$ cat config.mk
export PLATFORM = sky130hd
export DESIGN_NAME = cbs_fmap_writer_flat
export DESIGN_NICKNAME = d
export VERILOG_FILES = /design/src/rtl/cbs_fmap_writer_if.sv /design/src/rtl/cbs_fmap_writer.sv /design/src/flat_wrapper.sv
export SDC_FILE = /design/constraint.sdc
export NUM_CORES = 1
export LEC_CHECK = 0
export ABC_CLOCK_PERIOD_IN_PS = 2300
export CAP_MARGIN = 10
export CORE_AREA = 5 5 382 384
export CTS_CLUSTER_DIAMETER = 40
export DETAILED_ROUTE_END_ITERATION = 8
export DIE_AREA = 0 0 387 389
export DONT_BUFFER_PORTS = 1
export SLEW_MARGIN = 20
export SYNTH_ARGS = -nofsm -noshare
export SYNTH_HDL_FRONTEND = slang
export SYNTH_SLANG_ARGS = --single-unit
export TNS_END_PERCENT = 100
$ cat constraint.sdc
create_clock -name clk -period 2.3 [get_ports clk]
set_clock_uncertainty 0.05 [all_clocks]
set_input_delay 0.23 -clock clk [delete_from_list [all_inputs] [get_ports clk]]
set_output_delay 0.23 -clock clk [all_outputs]
set_load 0.03 [all_outputs]
$ cat src/rtl/cbs_fmap_writer_if.sv
// CBS stream input plus feature-map page write port, shared by the
// writer (slave) and the producer/memory side (master).
interface cbs_fmap_writer_if #(
  parameter int ADDR_W = 13
);
  logic              in_valid;
  logic              in_ready;
  logic [159:0]      data_in1;
  logic [159:0]      data_in2;
  logic [159:0]      data_in3;
  logic              mem_ready;
  logic              wr_en;
  logic [ADDR_W-1:0] wr_addr;
  logic [159:0]      wr_data1;
  logic [159:0]      wr_data2;
  logic [159:0]      wr_data3;

  modport slave (
    input  in_valid, data_in1, data_in2, data_in3, mem_ready,
    output in_ready, wr_en, wr_addr, wr_data1, wr_data2, wr_data3
  );

  modport master (
    output in_valid, data_in1, data_in2, data_in3, mem_ready,
    input  in_ready, wr_en, wr_addr, wr_data1, wr_data2, wr_data3
  );
endinterface

$ cat src/rtl/cbs_fmap_writer.sv
// Feature-map write-back controller: takes three 160-bit CBS channel
// words per beat and writes them in raster order to three page memories.
// Ports: clk, reset (sync, active-high), start; bus (slave modport:
// in_valid/in_ready/data_in1..3, mem_ready/wr_en/wr_addr/wr_data1..3);
// row_cnt, col_cnt, bank, busy, frame_done.
// Option: FMAP_DOUBLE_BUF_EN enables ping-pong banks (base toggles).
module cbs_fmap_writer #(
  parameter int ROWS          = 40,
  parameter int WORDS_PER_ROW = 32,
  parameter int ADDR_W        = 13
) (
  input  logic                     clk,
  input  logic                     reset,
  input  logic                     start,
  cbs_fmap_writer_if.slave         bus,
  output logic [5:0]               row_cnt,
  output logic [7:0]               col_cnt,
  output logic                     bank,
  output logic                     busy,
  output logic                     frame_done
);

  typedef enum logic [1:0] {
    IDLE,
    RUN,
    FLUSH,
    DONE
  } state_t;

  localparam logic [5:0] ROW_LAST = 6'(ROWS - 1);
  localparam logic [7:0] COL_LAST = 8'(WORDS_PER_ROW - 1);

  state_t            state_q;
  state_t            state_d;
  logic              hold_valid;
  logic [ADDR_W-1:0] hold_addr;
  logic [159:0]      hold_d1;
  logic [159:0]      hold_d2;
  logic [159:0]      hold_d3;
  logic [ADDR_W-1:0] lin_addr;
  logic [ADDR_W-1:0] base;
  logic              bank_q;
  logic              accept;
  logic              retire;
  logic              last_beat;

`ifdef FMAP_DOUBLE_BUF_EN
  localparam int FRAME_WORDS = ROWS * WORDS_PER_ROW;

  // Flip after each frame so the reader consumes the finished bank.
  always_ff @(posedge clk) begin
    if (reset) begin
      bank_q <= 1'b0;
    end else if (state_q == DONE) begin
      bank_q <= ~bank_q;
    end
  end

  assign base = bank_q ? ADDR_W'(FRAME_WORDS) : '0;
`else
  assign bank_q = 1'b0;
  assign base   = '0;
`endif

  assign bank = bank_q;

  // Hold may retire and reload in one cycle: full throughput.
  assign retire    = hold_valid && bus.mem_ready;
  assign bus.in_ready = (state_q == RUN)
                     && (!hold_valid || bus.mem_ready);
  assign accept    = bus.in_valid && bus.in_ready;
  assign last_beat = (row_cnt == ROW_LAST)
                  && (col_cnt == COL_LAST);

  assign bus.wr_en    = hold_valid;
  assign bus.wr_addr  = hold_addr;
  assign bus.wr_data1 = hold_d1;
  assign bus.wr_data2 = hold_d2;
  assign bus.wr_data3 = hold_d3;

  assign busy       = (state_q != IDLE);
  assign frame_done = (state_q == DONE);

  always_ff @(posedge clk) begin
    if (reset) begin
      state_q <= IDLE;
    end else begin
      state_q <= state_d;
    end
  end

  always_comb begin
    state_d = state_q;
    unique case (state_q)
      IDLE:    if (start) state_d = RUN;
      RUN:     if (accept && last_beat) state_d = FLUSH;
      FLUSH:   if (!hold_valid) state_d = DONE;
      DONE:    state_d = IDLE;
      default: state_d = IDLE;
    endcase
  end

  // Raster counters; the address is a running incrementer from base.
  always_ff @(posedge clk) begin
    if (reset) begin
      row_cnt  <= '0;
      col_cnt  <= '0;
      lin_addr <= '0;
    end else if (state_q == IDLE && start) begin
      row_cnt  <= '0;
      col_cnt  <= '0;
      lin_addr <= base;
    end else if (accept) begin
      lin_addr <= lin_addr + ADDR_W'(1);
      if (col_cnt == COL_LAST) begin
        col_cnt <= '0;
        if (row_cnt == ROW_LAST) begin
          row_cnt <= '0;
        end else begin
          row_cnt <= row_cnt + 6'd1;
        end
      end else begin
        col_cnt <= col_cnt + 8'd1;
      end
    end
  end

  always_ff @(posedge clk) begin
    if (reset) begin
      hold_valid <= 1'b0;
      hold_addr  <= '0;
      hold_d1    <= '0;
      hold_d2    <= '0;
      hold_d3    <= '0;
    end else begin
      if (retire) begin
        hold_valid <= 1'b0;
      end
      if (accept) begin
        hold_valid <= 1'b1;
        hold_addr  <= lin_addr;
        hold_d1    <= bus.data_in1;
        hold_d2    <= bus.data_in2;
        hold_d3    <= bus.data_in3;
      end
    end
  end

endmodule

$ cat src/flat_wrapper.sv
// flat-port wrapper written by rule: the top's interface ports become plain ports
module cbs_fmap_writer_flat 
#(
  parameter int ROWS          = 40,
  parameter int WORDS_PER_ROW = 32,
  parameter int ADDR_W        = 13
)
  (clk, reset, start, row_cnt, col_cnt, bank, busy, frame_done, bus_in_valid, bus_data_in1, bus_data_in2, bus_data_in3, bus_mem_ready, bus_in_ready, bus_wr_en, bus_wr_addr, bus_wr_data1, bus_wr_data2, bus_wr_data3);
  cbs_fmap_writer_if #(.ADDR_W(ADDR_W)) bus_i ();
  input  logic clk;
  input  logic reset;
  input  logic start;
  output logic [5:0] row_cnt;
  output logic [7:0] col_cnt;
  output logic bank;
  output logic busy;
  output logic frame_done;
  input wire logic [$bits(bus_i.in_valid)-1:0] bus_in_valid;
  input wire logic [$bits(bus_i.data_in1)-1:0] bus_data_in1;
  input wire logic [$bits(bus_i.data_in2)-1:0] bus_data_in2;
  input wire logic [$bits(bus_i.data_in3)-1:0] bus_data_in3;
  input wire logic [$bits(bus_i.mem_ready)-1:0] bus_mem_ready;
  output wire logic [$bits(bus_i.in_ready)-1:0] bus_in_ready;
  output wire logic [$bits(bus_i.wr_en)-1:0] bus_wr_en;
  output wire logic [$bits(bus_i.wr_addr)-1:0] bus_wr_addr;
  output wire logic [$bits(bus_i.wr_data1)-1:0] bus_wr_data1;
  output wire logic [$bits(bus_i.wr_data2)-1:0] bus_wr_data2;
  output wire logic [$bits(bus_i.wr_data3)-1:0] bus_wr_data3;
  assign bus_i.in_valid = bus_in_valid;
  assign bus_i.data_in1 = bus_data_in1;
  assign bus_i.data_in2 = bus_data_in2;
  assign bus_i.data_in3 = bus_data_in3;
  assign bus_i.mem_ready = bus_mem_ready;
  assign bus_in_ready = bus_i.in_ready;
  assign bus_wr_en = bus_i.wr_en;
  assign bus_wr_addr = bus_i.wr_addr;
  assign bus_wr_data1 = bus_i.wr_data1;
  assign bus_wr_data2 = bus_i.wr_data2;
  assign bus_wr_data3 = bus_i.wr_data3;
  cbs_fmap_writer #(.ROWS(ROWS), .WORDS_PER_ROW(WORDS_PER_ROW), .ADDR_W(ADDR_W)) u_core (.clk(clk), .reset(reset), .start(start), .bus(bus_i), .row_cnt(row_cnt), .col_cnt(col_cnt), .bank(bank), .busy(busy), .frame_done(frame_done));
endmodule
==> summary.md <==
| Metric | Value |
|---|---|
| Setup crit end kind | `flip-flop` |
| Drt pass-1 iters | `6` |
| Syn nets | `approximately 2800` |
| Async S/R FF share, synth | `0%` |
| Top cell type's share of synthesized area | `57.8%` |
| #FFs+latches synth | `approximately 520` |
| Slowest cell on crit path | `dfxtp_1` |
| Critical Path RT | `around 2.9 ns` |
| Non-Filler Instances | `4777` |
| Worst-Margin Slew | `1.60 ns` |
| GR Overflow Total | `0` |
| Critical path type | `reg2reg` |
| R2R cell count | `9` |
| Post-synth EDFFs | `0` |
| Critical Path AT | `about 2.7 ns` |
| Area Growth Syn to Fin | `57.1%` |
| Critical path fanouts, max | `98` |
| Synth Flop Type | `dfxtp_1` |
| Global-route wire length before repair | `148000 um` |
| R2r setup slk | `~0.11 ns` |
| Distinct cells, synth | `31` |
| Skew-Pair Late Insertion Delay | `roughly 0.68 ns` |
| Cells after synthesis | `2302` |
| Most frequent CP cell | `buf_12` |
| Area leader, netlist | `dfxtp_1` |
| Max stage delay on crit path | `0.35 ns` |
| Remaining antenna violation count | `0` |
| Hold Slack | `-0.373 ns` |
| Crit path cell chain | `inv_1 > ha_1 > nand2_2 > nor2_4 > buf_4 > buf_12 > buf_12 > nand2_1 > a21oi_1` |
| Initial Util | `12.7%` |
| Largest net degree at the start of global routing | `497` |
| Setup WS post-layout | `0.113 ns` |
| Syn Area/Cell | `about 7.9 um2` |
| Origin of the worst setup path | `u_core.state_q[1]` |
| Min Clock Period, post-route | `between 2 and 2.5 ns` |
| YS warnings | `0` |
| Vias in the first global route | `17085` |
| Crit start category | `flip-flop` |
| Via count | `18246` |
| WL/cell | `23.7 um` |
| CTS clk-pin slew, worst paths | `about 0.060 ns` |
| Worst min path class | `in2reg` |
| Worst vdd ir | `673 uV` |
| Comb pwr share | `15.6%` |
| Clock Sinks | `about 520` |
| Total power | `roughly 0.033 W` |
| RR Endpoint | `u_core.bus.wr_data1[72]` |
| PD cells | `~1200 nW/um2` |
| Iteration-0 DRC Markers | `between 1500 and 2000` |
| Fillcell total | `15587` |
| Status | `finished, violations left` |
| Dpl hpwl | `90200 um` |
| Sequential cell area fraction in the yosys report | `57.8%` |
| Die footprint | `between 150000 and 200000 um2` |
| FMAX | `0.457 GHz` |
| Chip height | `389 um` |
| Cell types occupying the most area after synthesis | `dfxtp_1, nand2_1, a21oi_1` |
| Antenna violations before repair | `~110` |
| Root buffer cell | `clkbuf_16` |
| Row count | `139` |
| Crit path to | `u_core.bus.wr_data1[72]` |
| Drt drc | `0` |
| Final Cycle Share | `95.1%` |
| Crit path buf inv count | `4` |
| Setup WS pre-CTS | `about 0.21 ns` |
| CP top delay family | `buffers and inverters` |
| Sequential power share | `41.5%` |
| Net Sw Frac | `36.3%` |
| # setup viols final | `0` |
| P_leak | `between 9 and 10 nW` |
| I/O pin count | `997` |
| Nets@finish | `3224` |
| Routed WL | `113000 um` |
| Unrepaired setup endpoints after global routing | `false` |
| P_int | `between 0.02 and 0.025 W` |
| Max-slew headroom | `-6.77%` |
| Port bufs | `0` |
| Cts bufs inserted | `between 90 and 100` |
| Clk network pwr share | `42.9%` |
| Vias per std cell | `3.82` |
| Max clock buf depth | `3` |
| Ratio of cells with drive above 1 in the final layout | `8.01%` |
| Maxcap violations | `0` |
| Failing checks | `hold timing, slew limit` |
| Crit path depth | `9` |
| Final Wtd Congestion | `0.885` |
| Switching pwr | `0.0120 W` |
| Number of placed cells counting well taps | `~4100` |
| Setup TNS | `0 ns` |
| Final hold violations | `183` |
| # H-tree levels | `3` |
| Global-route usage over all layers | `14.1%` |
| TritonCTS clock tree | `yes` |
| Core area | `142000 um2` |
| Die W | `387 um` |
| Reg2reg start | `u_core.state_q[1]` |
| Synthesized cell area | `18100 um2` |
| Slew Viols, Final | `81` |
==> cell usage in the layout (no fill, tap or decap), types with 2 or more instances in the layout <==
master | netlist | final
clkinvlp_4 | 0 | 11
clkbuf_8 | 0 | 12
o21ai_0 | 4 | 4
nor4_1 | 2 | 2
ha_1 | 7 | 7
a21oi_1 | 500 | 500
buf_4 | 1 | 31
xnor2_1 | 7 | 7
xor2_1 | 14 | 14
nor2_1 | 27 | 26
clkbuf_1 | 134 | 8
inv_16 | 0 | 2
inv_1 | 6 | 6
clkinv_16 | 0 | 3
nand2_1 | 1003 | 1002
nor3_1 | 3 | 3
clkbuf_16 | 0 | 93
inv_8 | 0 | 3
diode_2 | 0 | 64
and3_1 | 3 | 3
dfxtp_1 | 523 | 523
inv_6 | 0 | 15
bufinv_16 | 0 | 9
buf_12 | 0 | 20
dlygate4sd3_1 | 0 | 453
nand4_1 | 11 | 11
clkinv_4 | 0 | 8
nand2_2 | 2 | 3
or4_1 | 2 | 2
clkinv_2 | 0 | 9
nand3_1 | 8 | 7
==> worst min-delay path by stage <==
stage	slack, ns	from	depth (start not counted)	endpoint
after global routing	-0.45	reset	1	u_core.bus.wr_data3[141]
final	-0.37	reset	1	u_core.bus.wr_data3[139]
after CTS	-0.47	reset	1	u_core.bus.wr_data3[139]
after global placement	0.28	reset	1	u_core.bus.wr_data3[123]
after detailed placement	0.29	reset	1	u_core.bus.wr_data3[123]
after floorplan	0.32	bus_data_in2[125]	2	u_core.bus.wr_data2[125]
==> timing repair <==
item                                    CTS  global route
endpoints found under the setup margin    0            35
hold buffers                            408            45
buffers inserted                          0             5
resized for setup                         0             1
endpoints found under the hold margin   504           293
==> state kept, by name, summed over array words and instances, names as in the netlist <==
register,flops
u_core.bus.wr_addr,13
u_core.bus.wr_data1,160
u_core.state_q,2
u_core.bus.wr_en,1
u_core.lin_addr,13
u_core.col_cnt,8
u_core.bus.wr_data2,160
u_core.row_cnt,6
u_core.bus.wr_data3,160
==> synthesized netlist by cell type (2+ instances only) <==
library cell and n:
a21oi_1 500, and3_1 3, buf_1 7, buf_2 27, clkbuf_1 134, dfxtp_1 523
ha_1 7, inv_1 6, nand2_1 1003, nand2_2 2, nand3_1 8, nand4_1 11
nor2_1 27, nor3_1 3, nor4_1 2, o21ai_0 4, or4_1 2, xnor2_1 7
xor2_1 14
==> power by group through the flow <==
stage          Combinational [W]  Clock [W]  Sequential, W
2_1_floorplan            0.00306          0         0.0131
3_3_place_gp             0.00411          0         0.0140
3_5_place_dp             0.00427          0         0.0140
4_1_cts                  0.00502     0.0145         0.0139
5_1_grt                  0.00577     0.0150         0.0139
6_report                 0.00519     0.0142         0.0137
==> cell families after synthesis <==
family | Yosys count | synth area share (%)
simple gates | 1067 | 22.8
flops | 523 | 57.8
compound gates | 508 | 14.1
buf+inv | 175 | 3.83
xor+xnor | 21 | 1.02
fa+ha+maj | 7 | 0.483
other cells | 1 | 0.0207
==> final cells by class <==
type | count | area (um2) | share of cell area [%]
multi-input combinational | 1604 | 6980 | 24.5
antenna | 64 | 160 | 0.563
sequential | 523 | 10500 | 36.8
inverter | 6 | 22.5 | 0.0791
clock inverter | 60 | 763 | 2.68
tap | 1903 | 2380 | 8.37
timing repair buffer | 505 | 5190 | 18.2
clock buffer | 112 | 2500 | 8.77
==> stage by stage <==
| stage | util (%) | instance area [um2] |
|---|---|---|
| finish | 20.0 | 28500 |
| global route | 19.9 | 28400 |
| CTS | 19.5 | 27800 |
| detailed placement | 14.4 | 20500 |
| global placement | 14.4 | 20500 |
| floorplan | - | 18100 |
==> per-layer routing <==
metal / part of all wire (%) / GRT usage, % / up-vias / wire [um]
met2: 46 / 22.5 / 961 / 52300
met4: 5.3 / 7.36 / 70 / 6050
met3: 12 / 7.14 / 250 / 13300
met1: 36 / 15.3 / 8554 / 41200
li1: - / - / 8411 / -
met5: 0.40 / 0 / - / 453
(Power assumes the default switching activity.)
